**config.mk**
```make
export PLATFORM = sky130hd
export DESIGN_NAME = t_ff_toggle_seq_flat
export DESIGN_NICKNAME = d
export VERILOG_FILES = /design/src/rtl/t_ff_toggle_seq_if.sv /design/src/rtl/t_ff_toggle_seq.sv /design/src/flat_wrapper.sv
export SDC_FILE = /design/constraint.sdc
export NUM_CORES = 1
export LEC_CHECK = 0
export BUFFER_PORTS_ARGS = -buffer_cell sky130_fd_sc_hd__buf_2
export CAP_MARGIN = 20
export CORE_MARGIN = 2
export CORE_UTILIZATION = 55
export CTS_BUF_LIST = sky130_fd_sc_hd__clkbuf_8
export DETAILED_ROUTE_END_ITERATION = 8
export GPL_TIMING_DRIVEN = 0
export PLACE_DENSITY = 0.87
export SLEW_MARGIN = 30
export SYNTH_ARGS = -nofsm -noshare
export SYNTH_HDL_FRONTEND = slang
export SYNTH_SLANG_ARGS = --single-unit
```
**constraint.sdc**
```tcl
create_clock -name clk -period 3.1 [get_ports clk]
set_clock_uncertainty 0.2 [all_clocks]
set_input_delay 0.155 -clock clk [delete_from_list [all_inputs] [get_ports clk]]
set_output_delay 0.155 -clock clk [all_outputs]
set_load 0.005 [all_outputs]
```
**src/rtl/t_ff_toggle_seq_if.sv**
```systemverilog
// Command/status bundle between a control agent (master) and the toggle sequencer (slave).
interface t_ff_toggle_seq_if #(
  parameter int unsigned CNT_W = 8,
  parameter int unsigned GAP_W = 8
);
  logic             cmd_valid;
  logic             cmd_ready;
  logic [CNT_W-1:0] cmd_count;
  logic [GAP_W-1:0] cmd_gap;
  logic             abort;
  logic             toggle;
  logic             out;
  logic             busy;
  logic             done;
  logic             aborted;
  logic [CNT_W-1:0] remaining;

  modport master (
    output cmd_valid, cmd_count, cmd_gap, abort,
    input  cmd_ready, toggle, out, busy, done, aborted, remaining
  );

  modport slave (
    input  cmd_valid, cmd_count, cmd_gap, abort,
    output cmd_ready, toggle, out, busy, done, aborted, remaining
  );
endinterface

```
**src/rtl/t_ff_toggle_seq.sv**
```systemverilog
// Toggle sequencer: issues a commanded number of single-cycle toggle strobes with a fixed
// idle gap between them, and mirrors the driven T flip-flop level on out.
module t_ff_toggle_seq #(
  parameter int unsigned CNT_W     = 8,
  parameter int unsigned GAP_W     = 8,
  parameter int unsigned POR_VALUE = 1
) (
  input  logic               clk,
  input  logic               rst,
  t_ff_toggle_seq_if.slave   bus
);

  localparam logic POR_BIT = POR_VALUE[0];

  typedef enum logic [1:0] {
    S_IDLE  = 2'd0,
    S_PULSE = 2'd1,
    S_GAP   = 2'd2
  } state_e;

  state_e           state_q;
  logic [CNT_W-1:0] rem_q;
  logic [GAP_W-1:0] gap_q;
  logic [GAP_W-1:0] gcnt_q;
  logic             toggle_q;
  logic             out_q;
  logic             busy_q;
  logic             done_q;
  logic             aborted_q;

  // State, counters and registered outputs all advance together.
  always_ff @(posedge clk or posedge rst) begin
    if (rst) begin
      state_q   <= S_IDLE;
      rem_q     <= '0;
      gap_q     <= '0;
      gcnt_q    <= '0;
      toggle_q  <= 1'b0;
      out_q     <= POR_BIT;
      busy_q    <= 1'b0;
      done_q    <= 1'b0;
      aborted_q <= 1'b0;
    end else begin
      done_q    <= 1'b0;
      aborted_q <= 1'b0;
      // The strobe issued this cycle lands in the flip-flop at this edge, abort or not.
      if (toggle_q) begin
        out_q <= ~out_q;
      end

      case (state_q)
        S_IDLE: begin
          if (bus.cmd_valid) begin
            if (bus.cmd_count == '0) begin
              done_q <= 1'b1;
            end else begin
              rem_q    <= bus.cmd_count;
              gap_q    <= bus.cmd_gap;
              state_q  <= S_PULSE;
              toggle_q <= 1'b1;
              busy_q   <= 1'b1;
            end
          end
        end

        S_PULSE: begin
          if (bus.abort) begin
            state_q   <= S_IDLE;
            rem_q     <= '0;
            toggle_q  <= 1'b0;
            busy_q    <= 1'b0;
            aborted_q <= 1'b1;
          end else if (rem_q == CNT_W'(1)) begin
            state_q  <= S_IDLE;
            rem_q    <= '0;
            toggle_q <= 1'b0;
            busy_q   <= 1'b0;
            done_q   <= 1'b1;
          end else begin
            rem_q <= rem_q - CNT_W'(1);
            if (gap_q != '0) begin
              state_q  <= S_GAP;
              gcnt_q   <= gap_q;
              toggle_q <= 1'b0;
            end
          end
        end

        S_GAP: begin
          if (bus.abort) begin
            state_q   <= S_IDLE;
            rem_q     <= '0;
            busy_q    <= 1'b0;
            aborted_q <= 1'b1;
          end else if (gcnt_q == GAP_W'(1)) begin
            state_q  <= S_PULSE;
            toggle_q <= 1'b1;
          end else begin
            gcnt_q <= gcnt_q - GAP_W'(1);
          end
        end

        default: begin
          state_q  <= S_IDLE;
          rem_q    <= '0;
          toggle_q <= 1'b0;
          busy_q   <= 1'b0;
        end
      endcase
    end
  end

  assign bus.cmd_ready = (state_q == S_IDLE);
  assign bus.toggle    = toggle_q;
  assign bus.out       = out_q;
  assign bus.busy      = busy_q;
  assign bus.done      = done_q;
  assign bus.aborted   = aborted_q;
  assign bus.remaining = rem_q;

endmodule

```
**src/flat_wrapper.sv**
```systemverilog
// flat-port wrapper written by rule: the top's interface ports become plain ports
module t_ff_toggle_seq_flat 
#(
  parameter int unsigned CNT_W     = 8,
  parameter int unsigned GAP_W     = 8,
  parameter int unsigned POR_VALUE = 1
)
  (clk, rst, bus_cmd_valid, bus_cmd_count, bus_cmd_gap, bus_abort, bus_cmd_ready, bus_toggle, bus_out, bus_busy, bus_done, bus_aborted, bus_remaining);
  t_ff_toggle_seq_if #(.CNT_W(CNT_W), .GAP_W(GAP_W)) bus_i ();
  input  logic clk;
  input  logic rst;
  input wire logic [$bits(bus_i.cmd_valid)-1:0] bus_cmd_valid;
  input wire logic [$bits(bus_i.cmd_count)-1:0] bus_cmd_count;
  input wire logic [$bits(bus_i.cmd_gap)-1:0] bus_cmd_gap;
  input wire logic [$bits(bus_i.abort)-1:0] bus_abort;
  output wire logic [$bits(bus_i.cmd_ready)-1:0] bus_cmd_ready;
  output wire logic [$bits(bus_i.toggle)-1:0] bus_toggle;
  output wire logic [$bits(bus_i.out)-1:0] bus_out;
  output wire logic [$bits(bus_i.busy)-1:0] bus_busy;
  output wire logic [$bits(bus_i.done)-1:0] bus_done;
  output wire logic [$bits(bus_i.aborted)-1:0] bus_aborted;
  output wire logic [$bits(bus_i.remaining)-1:0] bus_remaining;
  assign bus_i.cmd_valid = bus_cmd_valid;
  assign bus_i.cmd_count = bus_cmd_count;
  assign bus_i.cmd_gap = bus_cmd_gap;
  assign bus_i.abort = bus_abort;
  assign bus_cmd_ready = bus_i.cmd_ready;
  assign bus_toggle = bus_i.toggle;
  assign bus_out = bus_i.out;
  assign bus_busy = bus_i.busy;
  assign bus_done = bus_i.done;
  assign bus_aborted = bus_i.aborted;
  assign bus_remaining = bus_i.remaining;
  t_ff_toggle_seq #(.CNT_W(CNT_W), .GAP_W(GAP_W), .POR_VALUE(POR_VALUE)) u_core (.clk(clk), .rst(rst), .bus(bus_i));
endmodule
```
Word-level counts from Yosys, hierarchy flattened
Cells that the tools add are included.

Word-level logic and storage cells: 79. Flip-flop bits (word level): 31.

Muxes and demuxes: 39. Add/subtract/negate cells: 2. Equal/unequal tests: 16. Bitwise operators: 2. Reductions and logical operators: 11.

Operators with widths (count): $mux W8 (10); $pmux W8 S3 (1); $eq A8 B1 Y1 const B (2); $mux W1 (16); $pmux W8 S2 (1); $sub A8 B1 Y8 const B (2); $mux W2 (7); $ne A2 B2 Y1 const B (7); $logic_not A8 Y1 (1); $reduce_and A4 Y1 (2); $reduce_bool A8 Y1 (1); $ne A3 B2 Y1 const B (2); $pmux W1 S3 (2); $pmux W2 S3 (1); $reduce_and A3 Y1 (2); $reduce_and A6 Y1 (1); $reduce_and A5 Y1 (1); $ne A2 B1 Y1 const B (2); $ne A4 B2 Y1 const B (1); $eq A2 B1 Y1 const B (1); $eq A2 B2 Y1 const B (1); $logic_not A2 Y1 (1); $not A1 Y1 (2); $pmux W1 S2 (1); 2 further kinds (2).

Logic depth before layout (Yosys ltp)
Gate-level depths: netlist (run 1).

Depth after elaboration: 5. Gate-level depth with buffers: 8. Gate-level depth less buffers: 7.

Least setup slack after synthesis (run 1)
OpenSTA, ideal clock, no wires.

Path type: register to register. Start point: register u_core.state_q[0]. End point: register u_core.gcnt_q[7]. Path slack: 1.106 ns. Data required time: 2.776 ns. Clock period less this slack: 1.994 ns. Setup time: 0.124 ns. Arrival time: 1.670 ns. Cell stages (with the launch flop): 8. Cell sequence: dfrtp_1 inv_1 ha_1 clkbuf_1 nor2_1 a211oi_4 nand2_1 a211o_1.

Longest elaborated chain between the ends: 3.

Ends and longest elaborated chain: from (decl) (line t_ff_toggle_seq.sv:21) `state_e state_q;`; from (signal assigned) (line t_ff_toggle_seq.sv:34) `state_q <= S_IDLE;`; from (signal assigned) (line t_ff_toggle_seq.sv:59) `state_q <= S_PULSE;`; from (signal assigned) (line t_ff_toggle_seq.sv:68) `state_q <= S_IDLE;`; $eq A2 B2 Y1 / $eq A2 B1 Y1 (equally long branches) (line t_ff_toggle_seq.sv:51) `case (state_q)`; $ne A2 B2 Y1 (no source line), or another cell as far along; $reduce_and A6 Y1 (no source line); to (signal assigned) (line t_ff_toggle_seq.sv:83) `gcnt_q <= gap_q;`; to (signal assigned) (line t_ff_toggle_seq.sv:99) `gcnt_q <= gcnt_q - GAP_W'(1);`; to (decl) (line t_ff_toggle_seq.sv:24) `logic [GAP_W-1:0] gcnt_q;`.

Several ways; a longest one is shown, not always the timed one. A chain may end at the register's enable or synchronous reset.

Worst setup path in the final report (run 1)
Start point: register u_core.state_q[1]. End point: register u_core.rem_q[3] (netlist: u_core.bus.remaining[3]).

Longest elaborated chain between the ends: 3.

Ends and longest elaborated chain: $eq A2 B2 Y1 / $logic_not A2 Y1 (equally long branches) (line t_ff_toggle_seq.sv:51); $ne A2 B2 Y1 (no source line); $reduce_and A3 Y1 (no source line); to (signal assigned) (line t_ff_toggle_seq.sv:57) `rem_q <= bus.cmd_count;`; to (signal assigned) (line t_ff_toggle_seq.sv:80) `rem_q <= rem_q - CNT_W'(1);`; to (decl) (line t_ff_toggle_seq.sv:22) `logic [CNT_W-1:0] rem_q;`.

Several ways; a longest one is shown, not always the timed one.

==> metrics.json, run 1 <==
{
  "tritoncts": "built",
  "max_slew.worst_pin.slew_ps": 653,
  "grt_start_max_net_pins": 32,
  "busiest_layer": "met2",
  "syn-instance-count": 181,
  "timing.max_cap.violations": 0,
  "post_cts_repair_timing_setup_buffer_count": 0,
  "synth_enable_flop_cells": 0,
  "setup_viol_count_final": 0,
  "ys_top_cells_by_count": "dfrtp_1 (30), nand2_1 (17), nor2_1 (10)",
  "fin_tns_setup_ps": 0,
  "post-route-util_pct": 72.0,
  "worst_skew_pair.late_latency_ps": 290,
  "netlist.top_cell.by_area": "dfrtp_1",
  "hold_path_class": "primary input to register",
  "synth.distinct_cells": 58,
  "drt_iter0_markers": 90,
  "fin_crit_ps": 2430,
  "timing.max_slew.rel_slack_pct": 56.0,
  "routedWlPerCell_um": 17.0,
  "leakage_nw": 1.01,
  "route.detailed.drc": 0,
  "grt_overflow": 0,
  "cts.htree.levels": 2,
  "number_of_global_route_vias_before_repair": 1676,
  "ctsLongestPathBuffers": 2,
  "finalCritPeriodShare_pct": 78.3,
  "netlist_top_cells_area": "dfrtp_1 (40%), ha_1 (5.3%), mux2_2 (4.8%)",
  "globalRouteMet1Util_pct": 33.6,
  "post-dp-hpwl_um": 3110,
  "drive_above_1_share_pct": 30.3,
  "cp_max_fo": 9,
  "arrival_time_of_data_at_the_critical_path_endpoint_ps": 2450,
  "die_width_um": 62.5,
  "yosys.cell_count.top_type": "dfrtp_1",
  "crit_path_cell_trace": "inv_1, ha_1, nand2_1, a21oi_2, o21ai_2, o311ai_1, o2bb2ai_1",
  "cts_bufs_inserted": 5,
  "fp-row-count": 21,
  "cts-resized-gates": 0,
  "netlist_area_um2": 1880,
  "io_pins": 34,
  "worst-setup-path-type": "register to register",
  "report.final.hold_viol_count": 0,
  "grt_first_pass_wirelength_um": 8100,
  "powerDensity_nw_per_um2": 974,
  "antenna_violating_nets_post_route": 0,
  "async_flop_share_pct": 100,
  "max_slew_violation_count": 0,
  "globalRouteMet3Util_pct": 7.57,
  "total_number_of_vias": 1704,
  "antenna_violations_before_repair": 0,
  "vert_die_dim_um": 62.5,
  "place_congestion": 0.867,
  "ir_drop_mv": 0.606,
  "ys.flop_type": "dfrtp_1",
  "power_total_mw": 2.32,
  "postSynthAreaPerCell_um2": 10.4,
  "postSynthRegisterBits": 31,
  "start_util_pct": 56.9,
  "grtUsageTotal_pct": 27.1,
  "route.final.wire_length_um": 4830,
  "met2_usage_pct": 44.1,
  "clock_tree.root_cell": "clkbuf_8",
  "clkSinkCount": 31,
  "drtPass1Iterations": 4,
  "area_delta_synth_final_pct": 26.6,
  "max_freq_mhz": 412,
  "startpoint_type_of_the_worst_setup_path": "register",
  "cts.reportedPaths.clkPinSlew_ps": 70,
  "core_area_um2": 3310,
  "synthesis.yosys.warnings": 0,
  "crit_required_ps": 3120,
  "num_antenna_cells": 0,
  "synth_seq_area_share_pct": 41.3,
  "design.die.area_um2": 3910,
  "critPathSlowestCell": "a21oi_2",
  "worst_setup_path_end_kind": "register",
  "critical_path.max_stage_delay_ps": 480,
  "io_buffers": 33,
  "layout.filler_cells": 246,
  "avgViaCountPerCell": 6.00,
  "finalNetCount": 265,
  "status": "finished clean",
  "syn_nets": 209,
  "post-synth-top-area-fraction_pct": 39.9,
  "post_cts_hold_fix_bufs": 16,
  "rsz0062_at_grt": "no"
}
## placed cells by master, fill, tap and decap left out, types with 2 or more instances in the layout
master / instances
nor4_1: 3
a21oi_1: 4
nor2_1: 10
o2bb2ai_1: 7
nand2_1: 17
mux2i_1: 4
o22ai_1: 5
clkbuf_1: 4
o21ai_0: 2
nand2b_1: 4
xnor2_1: 2
a2bb2oi_1: 2
a22oi_1: 4
a211oi_1: 2
or4_1: 2
inv_1: 7
o311ai_1: 2
nor3_2: 2
and2_4: 2
a31oi_1: 6
dfrtp_1: 30
a21oi_2: 2
clkbuf_8: 6
nor4_2: 2
nand2_2: 2
nor3_1: 6
ha_1: 8
mux2_2: 8
dlygate4sd3_1: 16
buf_2: 33
## logic make-up after synthesis
group | after synthesis | synth area share (%)
adder cells (fa/ha/maj) | 8 | 5.32
AND/OR/NAND/NOR | 64 | 20.9
flip-flops | 31 | 41.3
XOR/XNOR | 3 | 1.40
buffers and inverters | 13 | 2.99
multiplexers | 12 | 6.91
AO/OA/AOI/OAI | 50 | 21.2
## layer usage
| metal | vias to the layer above | share of wire, % |
|---|---|---|
| li1 | 795 | - |
| met4 | 0 | 2.4 |
| met3 | 12 | 5.4 |
| met2 | 65 | 49 |
| met1 | 832 | 43 |
| met5 | - | 0 |
## area by class of cell
type                            instances  area [µm²]  area share [%]
Timing Repair Buffer                   49         325            13.6
Sequential cell                        31         777            32.6
Clock inverter                          2        35.0            1.47
Multi-Input combinational cell        137        1050            44.0
Clock buffer                            6        82.6            3.46
Buffer                                  5        26.3            1.10
Inverter                                8        30.0            1.26
Tap cell                               46        57.6            2.41
## per-stage QoR
| stage | setup slack (ps) | hold slack (ps) | area, µm² | instances |
|---|---|---|---|---|
| final | 672 | 12.0 | 2380 | 284 |
| after floorplan | 1110 | 57.8 | 1880 | 181 |
| after CTS | 763 | 2.05 | 2380 | 284 |
| after global routing | 506 | 3.46 | 2380 | 284 |
| after detailed placement | 777 | 72.9 | 2110 | 260 |
| after global placement | 826 | 191 | 2110 | 260 |
## final timing paths
check / start / to / slack, ps / depth (start not counted)
worst min-delay path: bus_cmd_count[2] / u_core.bus.remaining[2] / 10 / 3
worst min register to register: u_core.bus.toggle / u_core.bus.out / 270 / 1
max in group asynchronous: rst / u_core.gcnt_q[3] / 1990 / 3
worst max register to register: u_core.state_q[1] / u_core.bus.remaining[3] / 670 / 7
min in group asynchronous: rst / u_core.gap_q[7] / 280 / 3
worst max-delay path: u_core.state_q[1] / u_core.bus.remaining[3] / 670 / 7
## sequential cells by signal, indices dropped and copies added (netlist names)
name and count:
u_core.bus.aborted 1, u_core.bus.busy 1, u_core.bus.done 1, u_core.bus.out 1, u_core.bus.remaining 8, u_core.bus.toggle 1
u_core.gap_q 8, u_core.gcnt_q 8, u_core.state_q 2
## worst max-delay path: cells and delay by family (launching register included)
family	cells	cell delay (ps)
compound gates	4	1230
fa+ha+maj	1	280
simple gates	1	140
flops	1	400
buf+inv	1	110
## power breakdown
group	total [mW]	internal [mW]	leakage, nW	switching [mW]
sequential	0.784	0.593	0.378	0.190
clock	0.416	0.260	0.0612	0.156
combinational	1.12	0.515	0.574	0.606
Note: power is estimated with default switching activity, not from simulation.
==> run 2, diff against run 1 <==
--- a/config.mk
+++ b/config.mk
@@ -8,11 +8,11 @@
 export BUFFER_PORTS_ARGS = -buffer_cell sky130_fd_sc_hd__buf_2
 export CAP_MARGIN = 20
 export CORE_MARGIN = 2
-export CORE_UTILIZATION = 55
+export CORE_UTILIZATION = 52
 export CTS_BUF_LIST = sky130_fd_sc_hd__clkbuf_8
 export DETAILED_ROUTE_END_ITERATION = 8
 export GPL_TIMING_DRIVEN = 0
-export PLACE_DENSITY = 0.87
+export PLACE_DENSITY = 0.86
 export SLEW_MARGIN = 30
 export SYNTH_ARGS = -nofsm -noshare
 export SYNTH_HDL_FRONTEND = slang
==> constraint.sdc (replaced) <==
create_clock -name clk -period 2.11 [get_ports clk]
set_clock_uncertainty 0.2 [all_clocks]
set_input_delay 0.1055 -clock clk [delete_from_list [all_inputs] [get_ports clk]]
set_output_delay 0.1055 -clock clk [all_outputs]
set_load 0.005 [all_outputs]
==> run 2 against run 1 <==
Compared with the run above:
- the flow now finishes with violations (negative setup slack)
- via count increased by 12%
- sequential power up 53%
- clock power is 69% higher
- non-clock buffer count grew 16
- final cell count rose by 5.6%
- global-route usage grew 1.5 points
- die area rose by 5.4%
- hold slack improved by 18 ps
- total power increased by 69%
- routed wire length grew 29%
- maximum frequency increased by 14%
- setup slack worse by 690 ps
- critical path type unchanged
==> metrics.json, run 2 (synthesis results as in run 1) <==
{
  "drive_above_1_share_pct": 39.8,
  "postLayoutCellArea_um2": 2610,
  "max_freq_mhz": 469,
  "drtPass1Iterations": 5,
  "fin_crit_ps": 2130,
  "die_width_um": 64.2,
  "timing.max_cap.violations": 0,
  "ir_drop_mv": 1.03,
  "finalCritPeriodShare_pct": 101,
  "p_int_mw": 2.28,
  "r2r_start": "u_core.bus.remaining[1]",
  "hold_path_class": "primary input to register",
  "place_congestion": 0.857,
  "grt_start_max_net_pins": 32,
  "layout.filler_cells": 210,
  "clkPwrFrac_pct": 17.9,
  "rr_worst_depth": 8,
  "setup_viol_count_final": 2,
  "netSwitchingFraction_pct": 41.8,
  "clock_tree.root_cell": "clkbuf_8",
  "worst_skew_pair.late_latency_ps": 290,
  "num_antenna_cells": 0,
  "ff2ff_setup_slack_ps": -20,
  "finalNetCount": 281,
  "core_area_um2": 3420,
  "worst_hold_path.endpoint": "u_core.bus.remaining[1]",
  "drt_iter0_markers": 108,
  "post-dp-hpwl_um": 3190,
  "worst_hold_path.num_cells": 3,
  "placed_cell_area_um2": 2110,
  "worst-setup-path-type": "register to register",
  "timing.rr.end": "u_core.gcnt_q[1]",
  "cts_bufs_inserted": 5,
  "layout_common_cells": "buf_2 (33), dfrtp_1 (29), buf_4 (16)",
  "ctsLongestPathBuffers": 2,
  "grt_overflow": 0,
  "most_common_cell_after_layout_fill_and_taps_aside": "buf_2",
  "cp_max_fo": 10,
  "max_slew_violation_count": 0,
  "crit_required_ps": 2080,
  "powerDensity_nw_per_um2": 1500,
  "status": "finished, violations left",
  "avgViaCountPerCell": 6.33,
  "grtUsageTotal_pct": 28.6,
  "startpoint_type_of_the_worst_setup_path": "register",
  "final_critical_path_setup_slack_ps": -22.3,
  "max_slew.worst_pin.slew_ps": 639,
  "arrival_time_of_data_at_the_critical_path_endpoint_ps": 2100,
  "leakage_nw": 1.11,
  "vert_die_dim_um": 64.2,
  "multiInputGateArea_um2": 1130,
  "regArea_um2": 778,
  "fp-row-count": 21,
  "worst_setup_path_end_kind": "register",
  "start_util_pct": 55.1,
  "antenna_violating_nets_post_route": 0,
  "holdWs_ps": 30.2,
  "route.detailed.drc": 0,
  "tritoncts": "built",
  "route.final.wire_length_um": 6240,
  "routedWlPerCell_um": 20.8,
  "rsz0062_at_grt": "yes",
  "net-switching-power_mw": 1.64,
  "total_number_of_vias": 1900,
  "layoutNonFillerInstCount": 300,
  "timing.max_slew.rel_slack_pct": 57.3,
  "power.sequential.fraction_pct": 30.5,
  "io_buffers": 33,
  "report.final.hold_viol_count": 0,
  "power_total_mw": 3.92,
  "grt_first_pass_wirelength_um": 8910,
  "setup_slack_at_placement_ps": -257,
  "antenna_violations_before_repair": 0,
  "area_delta_synth_final_pct": 38.7,
  "cts.reportedPaths.clkPinSlew_ps": 70,
  "holdCritStartpoint": "bus_cmd_count[1]",
  "clkSinkCount": 31,
  "power.share.combinational_pct": 51.6,
  "failed_checks": "negative setup slack",
  "number_of_global_route_vias_before_repair": 1834,
  "io_pins": 34,
  "place_inst": 260,
  "cts.htree.levels": 2,
  "design.die.area_um2": 4120
}
-- run 2: layout make-up --
type                    count  share of cell area, %
plain buffers               4                  0.910
inverters                   8                   1.15
flip-flops and latches     31                   29.8
well taps                  46                   2.20
clock buffers               5                   2.64
repair buffers             66                   17.5
multi-input cells         137                   43.3
clock inverters             3                   2.44
-- run 2: how the worst max path moves through the flow --
| stage | from | endpoint | slack, ps |
|---|---|---|---|
| after floorplan | u_core.state_q[0] | u_core.gcnt_q[7] | 120 |
| after global placement | u_core.state_q[0] | u_core.bus.remaining[2] | -180 |
| after detailed placement | u_core.state_q[0] | u_core.bus.remaining[2] | -260 |
| after CTS | u_core.bus.remaining[1] | u_core.gcnt_q[7] | -30 |
| after global routing | u_core.gcnt_q[1] | u_core.gcnt_q[1] | -100 |
| final | u_core.bus.remaining[1] | u_core.gcnt_q[1] | -20 |
-- run 2: stage by stage --
stage	setup TNS, ps	utilization [%]
floorplan	0	-
global placement	-586	61.6
detailed placement	-1440	61.6
CTS	-49.7	72.3
global route	-309	76.4
finish	-36.2	76.4
-- run 2: layer usage --
metal | GRT usage, % | part of all wire (%)
met2 | 43.2 | 46
met1 | 35.8 | 40
met3 | 8.80 | 8.7
met5 | 1.39 | 0
met4 | 17.0 | 5.8
-- run 2: power by group through the flow --
stage | logic [mW] | registers (mW) | clock network [mW]
floorplan | 1.19 | 1.09 | 0
global placement | 1.52 | 1.14 | 0
detailed placement | 1.59 | 1.15 | 0
CTS | 1.73 | 1.14 | 0.699
global route | 2.18 | 1.22 | 0.736
finish | 2.02 | 1.20 | 0.703
-- run 2: what timing repair did --
item,in CTS,in global routing
pin swaps,4,3
gates resized for setup,3,19
endpoints found under the setup margin,12,20
gates cloned,0,0
setup buffers,10,8
hold buffers,14,1
hold endpoints to repair,47,1
-- run 2: worst max-delay path, stage by stage (launching register included) --
cell and delay [ps]:
dfrtp_1 420, inv_2 100, ha_4 120, nor4b_4 320, nand2_1 160, a21bo_1 240
buf_6 160, o2111ai_1 160, o21ai_1 120
==> run 3, diff against run 2 <==
--- a/config.mk
+++ b/config.mk
@@ -7,12 +7,15 @@
 export LEC_CHECK = 0
 export BUFFER_PORTS_ARGS = -buffer_cell sky130_fd_sc_hd__buf_2
 export CAP_MARGIN = 20
+export CELL_PAD_IN_SITES_DETAIL_PLACEMENT = 1
+export CELL_PAD_IN_SITES_GLOBAL_PLACEMENT = 1
 export CORE_MARGIN = 2
-export CORE_UTILIZATION = 52
+export CORE_UTILIZATION = 40
 export CTS_BUF_LIST = sky130_fd_sc_hd__clkbuf_8
 export DETAILED_ROUTE_END_ITERATION = 8
 export GPL_TIMING_DRIVEN = 0
-export PLACE_DENSITY = 0.86
+export PLACE_DENSITY = 0.85
+export RECOVER_POWER = 50
 export SLEW_MARGIN = 30
 export SYNTH_ARGS = -nofsm -noshare
 export SYNTH_HDL_FRONTEND = slang
==> run 3 against run 2 <==
Compared with the run above:
- maximum frequency increased by 2.8%
- critical path depth shrank 1
- largest power group unchanged
- count of clock-buffer cells in the layout up 1
- routed wire length is 1.9% higher
- the run now ends clean
==> metrics.json, run 3 (synthesis results as in run 1) <==
{
  "fin_crit_ps": 2070,
  "grt_start_max_net_pins": 32,
  "powerDensity_nw_per_um2": 1460,
  "crit_required_ps": 2120,
  "cts_bufs_inserted": 5,
  "setup_viol_count_final": 0,
  "final_critical_path_setup_slack_ps": 35.5,
  "core_area_um2": 4440,
  "worst-setup-path-type": "primary input to register",
  "clkSinkCount": 31,
  "antenna_violations_before_repair": 0,
  "cts.htree.levels": 2,
  "ir_drop_mv": 0.713,
  "place_inst": 266,
  "fin_tns_setup_ps": 0,
  "route.detailed.drc": 0,
  "ctsLongestPathBuffers": 2,
  "power.share.combinational_pct": 52.1,
  "area_delta_synth_final_pct": 36.8,
  "layoutNonFillerInstCount": 300,
  "multiInputGateArea_um2": 1150,
  "most_common_cell_after_layout_fill_and_taps_aside": "buf_2",
  "vert_die_dim_um": 72.6,
  "postLayoutCellArea_um2": 2580,
  "grtUsageTotal_pct": 26.1,
  "finalNetCount": 275,
  "clock_tree.root_cell": "clkbuf_8",
  "max_freq_mhz": 482,
  "start_util_pct": 42.4,
  "io_pins": 34,
  "timing.max_cap.violations": 0,
  "design.die.area_um2": 5270,
  "report.final.hold_viol_count": 0,
  "route.final.wire_length_um": 6360,
  "finalCritPeriodShare_pct": 98.3,
  "p_int_mw": 2.16,
  "antenna_violating_nets_post_route": 0,
  "die_width_um": 72.6,
  "cts.reportedPaths.clkPinSlew_ps": 70,
  "place_congestion": 0.785,
  "regArea_um2": 778,
  "power_total_mw": 3.75,
  "worst_setup_path_end_kind": "register",
  "io_buffers": 33,
  "total_number_of_vias": 1788,
  "hold_path_class": "primary input to register",
  "max_slew.worst_pin.slew_ps": 1170,
  "avgViaCountPerCell": 5.96,
  "post-route-util_pct": 58.0,
  "drive_above_1_share_pct": 36.3,
  "drt_iter0_markers": 90,
  "leakage_nw": 1.08,
  "worst_skew_pair.late_latency_ps": 290,
  "cp_max_fo": 6,
  "number_of_global_route_vias_before_repair": 1927,
  "tritoncts": "built",
  "max_slew_violation_count": 0,
  "netSwitchingFraction_pct": 42.5,
  "post-dp-hpwl_um": 3680,
  "setup_slack_at_placement_ps": -269,
  "startpoint_type_of_the_worst_setup_path": "primary input",
  "routedWlPerCell_um": 21.2,
  "grt_first_pass_wirelength_um": 10500,
  "net-switching-power_mw": 1.59,
  "holdWs_ps": 110,
  "fp-row-count": 24,
  "rsz0062_at_grt": "yes",
  "layout.filler_cells": 502,
  "status": "finished clean",
  "arrival_time_of_data_at_the_critical_path_endpoint_ps": 2080,
  "clkPwrFrac_pct": 16.3,
  "drtPass1Iterations": 4,
  "num_antenna_cells": 0,
  "layout_common_cells": "buf_2 (31), dfrtp_1 (29), dlygate4sd3_1 (18)",
  "power.sequential.fraction_pct": 31.6,
  "timing.max_slew.rel_slack_pct": 22.2,
  "placed_cell_area_um2": 2110,
  "grt_overflow": 0
}
[run 3: layout make-up]
cell class / instances / area share (%)
clock buffers: 6 / 3.21
inverters: 8 / 1.17
repair buffers: 60 / 16.1
plain buffers: 4 / 0.971
clock inverters: 2 / 1.36
multi-input cells: 137 / 44.5
flip-flops and latches: 31 / 30.2
well taps: 52 / 2.53
[run 3: final timing paths]
path	startpoint	end	slack (ps)	cells past startpoint
worst max-delay path	bus_cmd_count[6]	u_core.bus.remaining[1]	40	7
worst min-delay path	bus_cmd_valid	u_core.bus.done	110	3
worst max register to register	u_core.state_q[1]	u_core.bus.remaining[2]	50	7
worst min register to register	u_core.bus.toggle	u_core.bus.out	280	1
max in group asynchronous	rst	u_core.bus.remaining[0]	470	3
min in group asynchronous	rst	u_core.gcnt_q[7]	460	3
[run 3: power by group through the flow]
| stage | Combinational [mW] | Clock, mW | Sequential [mW] |
|---|---|---|---|
| 5_1_grt | 2.13 | 0.652 | 1.22 |
| 3_5_place_dp | 1.60 | 0 | 1.15 |
| 3_3_place_gp | 1.56 | 0 | 1.14 |
| 4_1_cts | 1.75 | 0.618 | 1.15 |
| 2_1_floorplan | 1.19 | 0 | 1.09 |
| 6_report | 1.95 | 0.612 | 1.18 |
[run 3: per-layer routing]
metal,wire length (µm),track usage (%),up-vias
met5,0,0,-
met4,112,9.26,0
met3,222,3.87,12
met2,3140,41.6,52
met1,2880,36.4,899
li1,-,-,825
[run 3: critical path, cell delays in order]
cell	delay, ps
dlygate4sd3_1	550
buf_2	150
nor4_4	410
nand2_2	140
a21bo_2	270
nand2_1	250
mux2i_1	220
[run 3: timing repair]
item                                    CTS  global route
pin swaps                                 2             3
setup buffers                             8             1
hold endpoints to repair                 47             0
gates resized for setup                   4            18
hold buffers                             18             0
endpoints found under the setup margin   25            27
